$ cat src/rtl/decoder_pkg.sv
// Shared widths and the one-hot helper for the registered 3-to-8 decoder.
// Imported by the interface, the combinational core and the top level.
package decoder_pkg;

    localparam int SEL_W     = 3;
    localparam int NUM_LINES = 8;

    function automatic logic [NUM_LINES-1:0] onehot8(input logic [SEL_W-1:0] sel);
        logic [NUM_LINES-1:0] v;
        v      = '0;
        v[sel] = 1'b1;
        return v;
    endfunction

endpackage

$ cat src/rtl/decoder_3x8_if.sv
// Select/enable inputs and decoded-line outputs of decoder_3x8, bundled with
// a master (driver) and slave (decoder) view.
interface decoder_3x8_if;
    import decoder_pkg::*;

    logic en;
    logic A2;
    logic A1;
    logic A0;
    logic Y0;
    logic Y1;
    logic Y2;
    logic Y3;
    logic Y4;
    logic Y5;
    logic Y6;
    logic Y7;
    logic valid;
    logic changed;

    modport master (
        output en, A2, A1, A0,
        input  Y0, Y1, Y2, Y3, Y4, Y5, Y6, Y7, valid, changed
    );

    modport slave (
        input  en, A2, A1, A0,
        output Y0, Y1, Y2, Y3, Y4, Y5, Y6, Y7, valid, changed
    );

endinterface

$ cat src/rtl/decoder_3x8_core.sv
// Purely combinational 3-bit select to 8-line one-hot decode with enable.
// Produces active-high lines; polarity is handled by the top level.
module decoder_3x8_core
    import decoder_pkg::*;
(
    input  logic                 i_en,
    input  logic [SEL_W-1:0]     i_sel,
    output logic [NUM_LINES-1:0] o_lines
);

    assign o_lines = i_en ? onehot8(i_sel) : '0;

endmodule

$ cat src/rtl/decoder_3x8.sv
// Registered 3-to-8 decoder: one-hot lines, valid and a selection-change
// pulse, all straight from flops so the outputs are glitch-free.
module decoder_3x8
    import decoder_pkg::*;
#(
    parameter bit OUT_ACTIVE_LOW = 1'b0
) (
    input  logic           clk,
    input  logic           rst_n,
    decoder_3x8_if.slave   bus
);

    localparam logic [NUM_LINES-1:0] POL_MASK = {NUM_LINES{OUT_ACTIVE_LOW}};

    logic [SEL_W-1:0]     w_sel;
    logic [NUM_LINES-1:0] w_lines;
    logic [NUM_LINES-1:0] w_lines_mux;
    logic [SEL_W:0]       w_sel_state;

    logic [NUM_LINES-1:0] r_y;
    logic                 r_valid;
    logic                 r_changed;
    logic [SEL_W:0]       r_prev_state;

    assign w_sel = {bus.A2, bus.A1, bus.A0};

    decoder_3x8_core u_core (
        .i_en    (bus.en),
        .i_sel   (w_sel),
        .o_lines (w_lines)
    );

    // Reset selects "no line" before the polarity mask, so reset lands on the inactive level.
    assign w_lines_mux = rst_n ? w_lines : '0;

    // Select bits only count while enabled; a disabled decoder has one state regardless of A2..A0.
    assign w_sel_state = bus.en ? {1'b1, w_sel} : '0;

    always_ff @(posedge clk) begin
        r_y <= w_lines_mux ^ POL_MASK;
        if (!rst_n) begin
            r_valid      <= 1'b0;
            r_changed    <= 1'b0;
            r_prev_state <= '0;
        end else begin
            r_valid      <= bus.en;
            r_changed    <= (w_sel_state != r_prev_state);
            r_prev_state <= w_sel_state;
        end
    end

    assign bus.Y0      = r_y[0];
    assign bus.Y1      = r_y[1];
    assign bus.Y2      = r_y[2];
    assign bus.Y3      = r_y[3];
    assign bus.Y4      = r_y[4];
    assign bus.Y5      = r_y[5];
    assign bus.Y6      = r_y[6];
    assign bus.Y7      = r_y[7];
    assign bus.valid   = r_valid;
    assign bus.changed = r_changed;

endmodule

$ cat src/flat_wrapper.sv
// flat-port wrapper written by rule: the top's interface ports become plain ports
module decoder_3x8_flat import decoder_pkg::*;
#(
    parameter bit OUT_ACTIVE_LOW = 1'b0
)
  (clk, rst_n, bus_en, bus_A2, bus_A1, bus_A0, bus_Y0, bus_Y1, bus_Y2, bus_Y3, bus_Y4, bus_Y5, bus_Y6, bus_Y7, bus_valid, bus_changed);
  decoder_3x8_if bus_i ();
  input  logic clk;
  input  logic rst_n;
  input wire logic [$bits(bus_i.en)-1:0] bus_en;
  input wire logic [$bits(bus_i.A2)-1:0] bus_A2;
  input wire logic [$bits(bus_i.A1)-1:0] bus_A1;
  input wire logic [$bits(bus_i.A0)-1:0] bus_A0;
  output wire logic [$bits(bus_i.Y0)-1:0] bus_Y0;
  output wire logic [$bits(bus_i.Y1)-1:0] bus_Y1;
  output wire logic [$bits(bus_i.Y2)-1:0] bus_Y2;
  output wire logic [$bits(bus_i.Y3)-1:0] bus_Y3;
  output wire logic [$bits(bus_i.Y4)-1:0] bus_Y4;
  output wire logic [$bits(bus_i.Y5)-1:0] bus_Y5;
  output wire logic [$bits(bus_i.Y6)-1:0] bus_Y6;
  output wire logic [$bits(bus_i.Y7)-1:0] bus_Y7;
  output wire logic [$bits(bus_i.valid)-1:0] bus_valid;
  output wire logic [$bits(bus_i.changed)-1:0] bus_changed;
  assign bus_i.en = bus_en;
  assign bus_i.A2 = bus_A2;
  assign bus_i.A1 = bus_A1;
  assign bus_i.A0 = bus_A0;
  assign bus_Y0 = bus_i.Y0;
  assign bus_Y1 = bus_i.Y1;
  assign bus_Y2 = bus_i.Y2;
  assign bus_Y3 = bus_i.Y3;
  assign bus_Y4 = bus_i.Y4;
  assign bus_Y5 = bus_i.Y5;
  assign bus_Y6 = bus_i.Y6;
  assign bus_Y7 = bus_i.Y7;
  assign bus_valid = bus_i.valid;
  assign bus_changed = bus_i.changed;
  decoder_3x8 #(.OUT_ACTIVE_LOW(OUT_ACTIVE_LOW)) u_core (.clk(clk), .rst_n(rst_n), .bus(bus_i));
endmodule
$ cat config.mk
export PLATFORM = sky130hd
export DESIGN_NAME = decoder_3x8_flat
export DESIGN_NICKNAME = d
export VERILOG_FILES = /design/src/rtl/decoder_pkg.sv /design/src/rtl/decoder_3x8_if.sv /design/src/rtl/decoder_3x8_core.sv /design/src/rtl/decoder_3x8.sv /design/src/flat_wrapper.sv
export SDC_FILE = /design/constraint.sdc
export NUM_CORES = 1
export LEC_CHECK = 0
export ABC_AREA = 1
export BUFFER_PORTS_ARGS = -buffer_cell sky130_fd_sc_hd__buf_2
export CAP_MARGIN = 20
export CORE_AREA = 3 3 40 42
export CTS_CLUSTER_SIZE = 10
export DETAILED_ROUTE_END_ITERATION = 8
export DIE_AREA = 0 0 43 45
export GPL_ROUTABILITY_DRIVEN = 0
export PLACE_DENSITY_LB_ADDON = 0.08
export SLEW_MARGIN = 20
export SYNTH_ARGS = -nofsm -noshare
export SYNTH_HDL_FRONTEND = slang
export SYNTH_SLANG_ARGS = --single-unit
$ cat constraint.sdc
create_clock -name clk -period 0.8 [get_ports clk]
set_input_delay 0.08 -clock clk [delete_from_list [all_inputs] [get_ports clk]]
set_output_delay 0.08 -clock clk [all_outputs]
set_load 0.005 [all_outputs]
== Word level (Yosys, flattened, before mapping) ==
Index checks and enable logic that the tools add are counted.
W data, S select, Z words.
Operators by class
  mux-type cells: 3
  bitwise gates (word level): 0
  eq/ne operators: 1
  shift-type cells: 0
  add/sub/neg operators: 0
  reduce and logical (&&, ||, !) cells: 2
  div/mod/pow operators: 0
  magnitude comparators: 2
  $mul: 0
Operators by type and width (count)
  $lt A3 B4 Y1 const B: 1
  $mux W4: 1
  $ne A4 B4 Y1: 1
  $demux W1 S3: 1
  $ge A3 B1 Y1 const B: 1
  $reduce_and A2 Y1: 1
  $logic_and A1 B1 Y1: 1
  $mux W1: 1
Storage, ports and cells
  output and inout bits: 10
  memory bits (writable): 0
  memories: 0
  bits in latches: 0
  memory bits (read-only): 0
  flip-flop bits (word level): 14
  bits of input ports: 6
  logic and storage cells: 12

== Longest topological paths before layout ==
  depth after elaboration: 4
  depth in mapped cells: 7
  depth with buffers taken out: 6

== Hierarchy ==
A second synthesis with hierarchy kept.
Second synthesis, totals
  cells, all modules: 76
  area, all modules: 515.5 um^2
Modules (own cells, without submodules)
  decoder_3x8: times used 1, area each 451.7 um^2, cells an instance 59, sequential area each 260.2 um^2
  decoder_3x8_core: times used 1, area each 63.8 um^2, cells an instance 17, sequential area each 0.0 um^2

== Least setup slack after synthesis ==
Ideal clock, no wire load.
  path kind: register to register
  from: register u_core.r_prev_state[3]
  to: register u_core.r_changed, in the netlist u_core.bus.changed
  path buffers: 0
  period minus slack after synthesis: 0.721 ns
  data arrival time: 0.610 ns
  setup slack: 0.079 ns
  stages on the path, launching flop included: 6
  required time: 0.689 ns
  setup time: 0.111 ns
  cells stage by stage: dfxtp_1 > nand2_1 > nand2_1 > nand2_1 > nor2_1 > nor2_1
On the way
  word-level cells in the longest chain between the ends: 1
RTL lines
  from (decl): RTL line decoder_3x8.sv:23  | logic [SEL_W:0] r_prev_state;
  from (signal assigned): RTL line decoder_3x8.sv:48  | r_prev_state <= w_sel_state;
  $ne A4 B4 Y1: RTL line decoder_3x8.sv:47  | r_changed <= (w_sel_state != r_prev_state);
  to (signal assigned): RTL line decoder_3x8.sv:47
  to (decl): RTL line decoder_3x8.sv:22  | logic r_changed;
Every way passes these cells.
A chain may end at the register's enable or synchronous reset.

==> metrics <==
status completed; total clock sinks 13; Vias 387; initial DRC count 12; largest family of logic cells by synthesized area simple AND/OR/NAND/NOR gates; Crit. End Element output port; first-pass GRT wire length around 1300 um; critical path data required time 720 ps; crit-path max FO 3; Compound-Gate Fraction of Synth Area 0; post-synthesis simple-gate area fraction 0.330; Sequential cell area 267 sq um; Worst-Margin Slew about 180 ps; DRC viols 0; Slew HR 0.882; Routed Wire Length ~810 um; Distinct cells, synth 9; CORE AREA between 1000 and 1500 sq um; Synth area leaders dfxtp_1 56%, nand2_1 15%, nor2_1 9.7%, inv_1 7.2%, nand3_1 3.2%; post-DR wirelength/cell 8.60 um; count leader, synth nand2_1; static leakage 0.323 nW; clk_skew 0.419 ps; vias per cell 4.12; period utilization 0.986; met3 layer wire length in the routed design 43 um; Clock H-tree levels 1; fraction of layout cells with a size suffix above 1 0.342; Mapped Area 467 sq um; row count 13; slowest CP cell dfxtp_2; area grow syn2layout 27.3%; Final setup viols 0; max-cap violations 0; Longest Clk Path Bufs 2; Tot GR Track Use 0.101; number of synthesized register bits 13; worst r2r src u_core.r_prev_state[1]; IO Count 16; CP startpoint u_core.r_prev_state[3]; DRT Pass-1 Iters 2; Routed Antenna Nets 0; Commonest cells post-synth 19 x nand2_1, 13 x dfxtp_1, 12 x nor2_1; CP delay by family, top flip-flops; number of flops mapped to enable cells by yosys 0; Final WS setup 10.9 ps; Post-Route M1 WL roughly 380 um; synth warn 0; Clk pin slew, worst setup/hold paths around 70 ps; die width 43 um; total global routing overflow 0; postcts setup bufs 0; Synth area leader dfxtp_1; Post-Syn Nets 67; Startpoint Class register; Hold Vio Cnt, Final 0; Final min period 789 ps; CTS Root Cell clkbuf_4; Adder-Cell Fraction of Synth Area 0; fill count ~140; initial antenna violation count 0; port bufs 15; Buf/Inv on CP 1; asr flop ratio synth 0; maximum vdd drop roughly 0.0007 V; Setup WS pre-CTS ~40 ps; die area 1940 sq um; largest net degree at the start of global routing 10; critical path cell sequence buf_2; crit path DAT 710 ps; Max Slew Vio Count 0; vias in the first global route 313; WS Path Type register to output port; RSZ-0062 raised after global routing true; NumNets Final 86; Cell Pwr Density between 1500 and 2000 nW/um^2; mux cell area share after synthesis 0; highest routed layer met3; Seq/Total Area, Yosys 0.558; routed wl met2 388 um; dpl hpwl about 630 um; clock latency on the worst-skew pair 270 ps; die outline height ~45 um; Synth Area in XOR/XNOR 0; Starting Density 0.363; fin util 0.463; Multi-input gate area ~150 sq um; Diodes inserted 0; Synth Flop Type dfxtp_1; Max stage delay on crit path between 300 and 400 ps; post-synthesis cell count 61; worst min path class input port to register; TritonCTS clock tree yes; synthesized area per cell 7.65 sq um; CTS buffer count 3; Hold Crit Start rst_n; area share of the largest cell type after synthesis 0.558; f_max between 1000 and 1500 MHz
-- kinds of logic after synthesis --
| group | after synthesis |
|---|---|
| flip-flops | 13 |
| buffers and inverters | 12 |
| AND/OR/NAND/NOR | 36 |
-- state kept, by name, indices dropped and copies added, names as in the netlist --
signal	count
u_core.bus.changed	1
u_core.r_prev_state	4
u_core.r_y	8
-- per-layer routing --
metal	global-route usage	up-vias
met2	0.144	9
met4	0.0723	0
met1	0.111	168
met5	0	-
li1	-	210
met3	0.0598	0
-- placed cells by master (no fill, tap or decap) --
cell type / count
buf_2: 13
buf_6: 2
clkbuf_1: 1
clkbuf_4: 3
dfxtp_1: 8
dfxtp_2: 5
inv_1: 9
inv_2: 2
nand2_1: 19
nand2_4: 1
nand3_1: 3
nor2_1: 12
nor2_4: 1
-- stage by stage --
stage / cells / instance area [sq um] / power, mW / hold WS [ps] / setup TNS, ps
after floorplan: 61 / 467 / 0.758 / 192 / 0
after global placement: 90 / 549 / 0.796 / 336 / 0
after detailed placement: 90 / 549 / 0.798 / 344 / 0
after CTS: 94 / 577 / 1.20 / 50.4 / -5.76
after global routing: 94 / 594 / 1.27 / 52.1 / -156
final: 94 / 594 / 1.18 / 55.7 / 0
-- worst paths after layout --
| check | slack (ps) | end | cells past startpoint |
|---|---|---|---|
| max | 10 | bus_valid | 1 |
| min | 60 | u_core.bus.changed | 3 |
| max reg2reg | 50 | u_core.bus.changed | 6 |
| min reg2reg | 630 | u_core.bus.changed | 5 |
-- power breakdown --
| group | internal (mW) | total (mW) | switching [mW] | leakage, nW |
|---|---|---|---|---|
| registers | 0.667 | 0.674 | 0.00656 | 0.108 |
| logic | 0.0435 | 0.110 | 0.0664 | 0.200 |
| clock network | 0.193 | 0.394 | 0.201 | 0.0150 |
| total | 0.904 | 1.18 | 0.274 | 0.323 |
-- final cells by class --
class                           count  share of cell area
Clock buffer                        4              0.0442
Inverter                           11              0.0695
Multi-Input combinational cell     36               0.259
Sequential cell                    13               0.448
Tap cell                           15              0.0316
Timing Repair Buffer               15               0.147
-- what timing repair did --
action / in CTS / in global routing
hold buffers: 0 / 0
pin swaps: 0 / 3
setup endpoints to repair: 1 / 7
gates cloned: 0 / 0
resized for setup: 1 / 6
Power figures use the tool's default switching activity.
